`src/rtl/dsp_simd_unpack_v3.sv`:
```
// Unpacks a 48-bit DSP SIMD result word (12-bit lane slots) into a stream of scalar lanes, lane 0 first.
// Optional sign-extension check on the ignored upper lane bits: define DSP_SIMD_UNPACK_SIGN_CHECK_EN.
module dsp_simd_unpack_v3 #(
  parameter int width = 12,
  parameter int lanes = 3
) (
  input  logic             clock,
  input  logic             reset,
  input  logic             in_valid,
  output logic             in_ready,
  input  logic [47:0]      in_data,
  output logic             out_valid,
  input  logic             out_ready,
  output logic [width-1:0] out_data,
  output logic [1:0]       out_lane,
  output logic             out_last
`ifdef DSP_SIMD_UNPACK_SIGN_CHECK_EN
  ,
  output logic             out_err
`endif
);

  if (width < 1 || width > 12) begin : g_bad_width
    $error("dsp_simd_unpack_v3: width must be in 1..12");
  end
  if (lanes < 1 || lanes > 4) begin : g_bad_lanes
    $error("dsp_simd_unpack_v3: lanes must be in 1..4");
  end

  localparam logic [1:0] LAST_IDX = 2'(lanes - 1);

  typedef enum logic {IDLE, EMIT} state_t;

  state_t      state;
  logic [47:0] word_buf;
  logic [1:0]  idx;
  logic [11:0] lane_word;
  logic        at_last;

  always_comb begin
    lane_word = word_buf[11:0];
    case (idx)
      2'd1:    lane_word = word_buf[23:12];
      2'd2:    lane_word = word_buf[35:24];
      2'd3:    lane_word = word_buf[47:36];
      default: lane_word = word_buf[11:0];
    endcase
  end

  assign at_last   = (idx == LAST_IDX);
  assign out_valid = (state == EMIT);
  assign out_data  = lane_word[width-1:0];
  assign out_lane  = idx;
  assign out_last  = out_valid && at_last;
  // The only input-to-output combinational path: out_ready -> in_ready on the last lane.
  assign in_ready  = (state == IDLE) || (out_ready && at_last);

`ifdef DSP_SIMD_UNPACK_SIGN_CHECK_EN
  logic sext_bad;
  if (width < 12) begin : g_sext
    assign sext_bad = (lane_word[11:width] != {(12-width){lane_word[width-1]}});
  end else begin : g_no_sext
    assign sext_bad = 1'b0;
  end
  assign out_err = out_valid && sext_bad;
`endif

  always_ff @(posedge clock) begin
    if (reset) begin
      state    <= IDLE;
      idx      <= 2'd0;
      word_buf <= 48'd0;
    end else begin
      case (state)
        IDLE: begin
          if (in_valid) begin
            word_buf <= in_data;
            idx      <= 2'd0;
            state    <= EMIT;
          end
        end
        EMIT: begin
          if (out_ready) begin
            if (!at_last) begin
              idx <= idx + 2'd1;
            end else begin
              idx <= 2'd0;
              if (in_valid) begin
                word_buf <= in_data;
              end else begin
                state <= IDLE;
              end
            end
          end
        end
        default: state <= IDLE;
      endcase
    end
  end

endmodule

```
`config.mk`:
```
export PLATFORM = sky130hd
export DESIGN_NAME = dsp_simd_unpack_v3
export DESIGN_NICKNAME = d
export VERILOG_FILES = /design/src/rtl/dsp_simd_unpack_v3.sv
export SDC_FILE = /design/constraint.sdc
export NUM_CORES = 1
export LEC_CHECK = 0
export ABC_AREA = 1
export BUFFER_PORTS_ARGS = -buffer_cell sky130_fd_sc_hd__buf_2
export CAP_MARGIN = 20
export CORE_UTILIZATION = 41
export CTS_BUF_LIST = sky130_fd_sc_hd__clkbuf_4 sky130_fd_sc_hd__clkbuf_8
export CTS_CLUSTER_DIAMETER = 60
export DETAILED_ROUTE_END_ITERATION = 6
export GPL_ROUTABILITY_DRIVEN = 0
export HOLD_SLACK_MARGIN = 0.12
export PLACE_DENSITY = 0.71
export SYNTH_ARGS = -nofsm -noshare
export SYNTH_HDL_FRONTEND = slang
export SYNTH_SLANG_ARGS = --single-unit
```
`constraint.sdc`:
```
create_clock -name clock -period 1.4 [get_ports clock]
set_input_delay 0.28 -clock clock [delete_from_list [all_inputs] [get_ports clock]]
set_output_delay 0.28 -clock clock [all_outputs]
set_load 0.1 [all_outputs]
```
---- Word level (Yosys, flattened, before mapping) ----
Index checks and enable logic that the tools add are counted.
storage, ports and cells
  flip-flop bits (word level) ............. 51
  bits of input ports ..................... 52
  output and inout bits ................... 17
  logic and storage cells ................. 29
operators by class
  add/subtract/negate cells ............... 1
  equal/unequal tests ..................... 6
  muxes and demuxes ....................... 13
  bitwise operators ....................... 1
  reductions and logical operators ........ 5
operators with widths
  cell                   number
  $mux W48               3
  $pmux W48 S2           1
  $pmux W12 S3           1
  $mux W2                3
  $eq A2 B2 Y1 const B   2
  $ne A2 B2 Y1 const B   2
  $pmux W2 S2            1
  $reduce_and A2 Y1      2
  $mux W1                3
  $add A2 B1 Y2 const B  1
  $eq A2 B1 Y1 const B   1
  $logic_and A1 B1 Y1    2
  $ne A2 B1 Y1 const B   1
  $pmux W1 S2            1
  $logic_or A1 B1 Y1     1
  $not A1 Y1             1

---- Depth between registers and ports, before layout ----
  depth after elaboration ................. 4
  mapped depth ............................ 7
  depth with buffers taken out ............ 6

---- Worst setup path before layout ----
OpenSTA, ideal clock, no wires.
  path type ............................... reg2out
  start point ............................. reg idx[1], in the netlist out_lane[1]
  end point ............................... out out_last
  data arrival time ....................... 3.269 ns
  data required time ...................... 1.120 ns
  path slack .............................. -2.149 ns
  stages on the path, launching flop included .. 3
  path buffers ............................ 0
  cell sequence ........................... dfxtp_1 -> inv_1 -> nor3_1
on the way
  cells in the longest elaborated chain, start to end .. 2
ends and longest elaborated chain
  item                      line  source
  start: declaration        36    logic [1:0] idx;
  start signal: assignment  85    idx <= idx + 2'd1;
  $eq A2 B2 Y1              50    assign at_last = (idx == LAST_IDX);
  $logic_and A1 B1 Y1       54    assign out_last = out_valid && at_last;
  end: declaration          16    output logic out_last
No other way between the ends.

---- Final worst setup path ----
  start point ............................. reg idx[0], in the netlist out_lane[0]
  end point ............................... out out_data[4]
on the way
  cells in the longest elaborated chain, start to end .. 2
  elaborated cells between the ends (all ways) .. 4
  classes of those cells .................. eq/ne (3); mux (1)
ends and longest elaborated chain
  item                                                 line  source
  $eq A2 B2 Y1 / $eq A2 B1 Y1 (equally long branches)  42    case (idx)
  $pmux W12 S3 (*)                                     42
  end: declaration                                     14    output logic [width-1:0] out_data,
Every way passes the cells marked *; elsewhere a longest branch is shown, timed or not.

==> impl.org <==
** Status
- The run finished, with violations left.
- The final reports fail on setup timing.

** Route
- Dividing the detail-routed wire length by the instance count gives 12.9 microns.
- Via count normalized by instance count :: 5.00
- Detailed-route DRC error count :: 0
- Number of detailed-route iterations in the first pass :: 4
- Post-route antenna net violation count :: 0
- For this block, the initial DRC count from the detailed router was 175.
- Vias after detailed routing :: 2764
- The routed design has 7.15 mm of wire.

** Clocking
- Total number of H-tree levels :: 2
- The clock passes through at most 2 buffers.
- CTS hold repair buffers :: 0
- Root buffer selected by CTS :: clkbuf_8
- CTS Buf Count :: 5
- CTS tree :: built
- For this design, the sink count on the clock tree is 51.
- The clock reaches the later pin of the worst-skew pair after 310 ps.
- Post-CTS clock slew at the launch and capture registers of the worst setup and hold paths :: 100 ps

** Synth
- Number of nets produced by synthesis :: 456
- Count of distinct cell types in the synthesized netlist :: 19
- Synthesis inferred 51 register bits.
- Of the synthesized area, sequential elements account for 0.386.
- Each instance of the synthesized netlist takes up on average 6.54 sq um.
- Instance count of the mapped netlist :: 404
- Warnings from Yosys :: 0
- Post-Synthesis Cell Area :: 0.00264 sq mm

** Min path
- Counting instances, the worst hold path has a depth of 2.
- The min-delay analysis places its worst path in the category in2reg.

** Place
- Once detailed placement completed, the half-perimeter wirelength came to 4.86 mm.
- Worst slack, placed :: -36.0 ps
- Placed Instance Area :: 0.00345 sq mm
- Port Buffer Count :: 68
- The number of placed instances, taps included, is 537.

** STA
- The number of hold-slack violations in the final timing report was 0.
- Once routing completed, OpenROAD measured the worst setup slack at -364 ps.
- Max transition margin :: 0.769
- In the finished design, the share of the clock period the worst path needs comes to 1.26.
- After layout, the minimum clock period comes to 1760 ps.
- Max-slew violations :: 0
- Setup-violating endpoint count in the final report :: 17
- Derived from the worst setup path, the maximum achievable clock frequency is 567 MHz.
- For the pin with the worst max-slew slack, the measured transition is 347 ps.
- RSZ-0062 raised after global routing :: yes
- Worst Skew :: 10.8 ps

** Global route
- Combined global-route utilization of all metal layers :: 0.212
- Global-route wire length before repair :: 10.8 mm
- The layer flagged by global routing as most heavily used is met2.
- The number of global-route vias before repair is 2487.
- Initial antenna violation count :: 0
- Entering global routing, the biggest net connects 50 pins.
- For met3 alone, demand over resource in global routing was 0.0407.
- For this run, global-route usage on met1 was measured as 0.242.
- Grt ovf :: 0
- For this run, global-route usage on met2 was measured as 0.391.

** Cells and area
- Relative to the synthesized area, the layout overhead comes to 42.6%.
- Final Util :: 0.622
- Post-route design area :: 0.00377 sq mm
- The number of antenna diodes in the final layout is 0.
- In the final layout, the share of cells above drive strength 1 is 0.295.
- Most common library cell in the layout ignoring fill and taps :: nand2_1
- Post-layout net count :: 529
- Layout filler cell count :: 508
- Excluding fillers, the count of instances in the completed layout stands at 553.
- Highest-count cells in the layout ignoring fill and taps :: nand2_1 (100), inv_1 (53), buf_2 (50), nand3_1 (49), nor2_1 (49)

** Die
- DIE WIDTH :: 82.3 microns
- Standard-cell row count :: 28
- After floorplanning, the core was sized to cover 0.00606 sq mm.
- The initial utilization of the core area, before any placement, comes to 0.436.
- Measured along the y axis, the die boundary spans 82.3 microns.
- The floorplan step defined a die boundary enclosing 0.00677 sq mm.
- During I/O placement, the number of pins put on the boundary was 69.

** Setup path
- By startpoint and endpoint, the worst setup path is classified as reg2out.
- Data arrives at the worst endpoint at 1480 ps.
- STA classifies the critical path endpoint as an output port.
- STA classifies the critical path startpoint as a register.
- Depth of the most critical reg-to-reg path :: 7
- In this run the worst path has a maximum fanout of 13.
- At the worst endpoint, the required time is 1120 ps.

** Power and ir drop
- Summed over all cells, the static leakage comes to 1.87 nW.
- Worst IR Drop VDD :: 0.824 mV
- Power per cell area :: 1020 mW/mm^2

** Run
- Max-cap violations in this run came to 0.
[logic make-up (layout without fill, tap and decap cells)]
family                 count (synthesis)  count (layout)  share of synthesized area
AOI/OAI and AO/OA                     52              52                      0.127
and+or+nand+nor                      216             216                      0.347
buffers and inverters                 85             159                      0.140
DFF                                   51              51                      0.386
[power breakdown]
part | total, W | internal [W] | leakage, nW | switching [W]
logic | 0.00128 | 0.000528 | 1.39 | 0.000754
registers | 0.00165 | 0.00157 | 0.424 | 0.0000885
clock network | 0.000923 | 0.000425 | 0.0519 | 0.000497
total | 0.00386 | 0.00252 | 1.87 | 0.00134
[critical path: stages (launching register included)]
cell and delay, ps:
dfxtp_4 440, inv_4 60, nor2_4 100, buf_12 150, nand2_1 60, nand4_1 150
buf_12 200
[cell usage after synthesis]
cell        n  area share
nand4_1    12       0.028
nand2_1   100        0.14
inv_2       1      0.0014
buf_4       1      0.0028
buf_2      14       0.027
nand2_4     1      0.0043
a21oi_2    20       0.066
nand3_1    49       0.093
inv_1      54       0.077
buf_6       1      0.0043
clkbuf_1    9       0.013
dfxtp_1    51        0.39
nor2_1     52       0.074
a21oi_1    31       0.059
nor3_1      1      0.0019
nand3_2     1      0.0038
buf_8       2       0.011
buf_1       3      0.0043
o21ai_0     1      0.0019
[through the flow]
| stage | power [W] | setup TNS, ps | hold slack (ps) |
|---|---|---|---|
| 2_1_floorplan | 0.00245 | -8200 | 339 |
| 3_3_place_gp | 0.00284 | 0 | 460 |
| 3_5_place_dp | 0.00286 | -69.9 | 469 |
| 4_1_cts | 0.00378 | -4190 | 133 |
| 5_1_grt | 0.00402 | -7040 | 134 |
| 6_report | 0.00386 | -4320 | 133 |
[sequential cells by signal, summed over array words and instances (netlist names)]
| register | flops |
|---|---|
| out_valid | 1 |
| word_buf | 48 |
| out_lane | 2 |
[routing by layer]
layer | routed length, microns | vias up
li1 | - | 1411
met2 | 3610 | 86
met3 | 391 | 11
met1 | 3020 | 1256
met4 | 126 | 0
met5 | 0 | -
[area by class of cell]
cell class | count | area [sq um] | area share
Clock buffer | 7 | 90.1 | 0.0239
Clock inverter | 1 | 8.76 | 0.00232
Inverter | 55 | 211 | 0.0561
Multi-Input combinational cell | 268 | 1320 | 0.349
Sequential cell | 51 | 1030 | 0.273
Tap cell | 75 | 93.8 | 0.0249
Timing Repair Buffer | 96 | 1020 | 0.270
[path summary, 6_finish.rpt]
check	startpoint	to	slack (ps)
worst max-delay path	out_lane[0]	out_data[4]	-360
worst min-delay path	reset	out_valid	130
worst max register to register	out_lane[1]	word_buf[22]	-30
worst min register to register	word_buf[19]	word_buf[19]	490
[what timing repair did]
action	CTS	global route
endpoints found under the hold margin	0	0
gates resized for setup	7	12
setup endpoints to repair	15	48
pin swaps	12	0
gates cloned	0	5
buffers inserted	2	1
No activity file was read; power rests on OpenSTA's default activity.
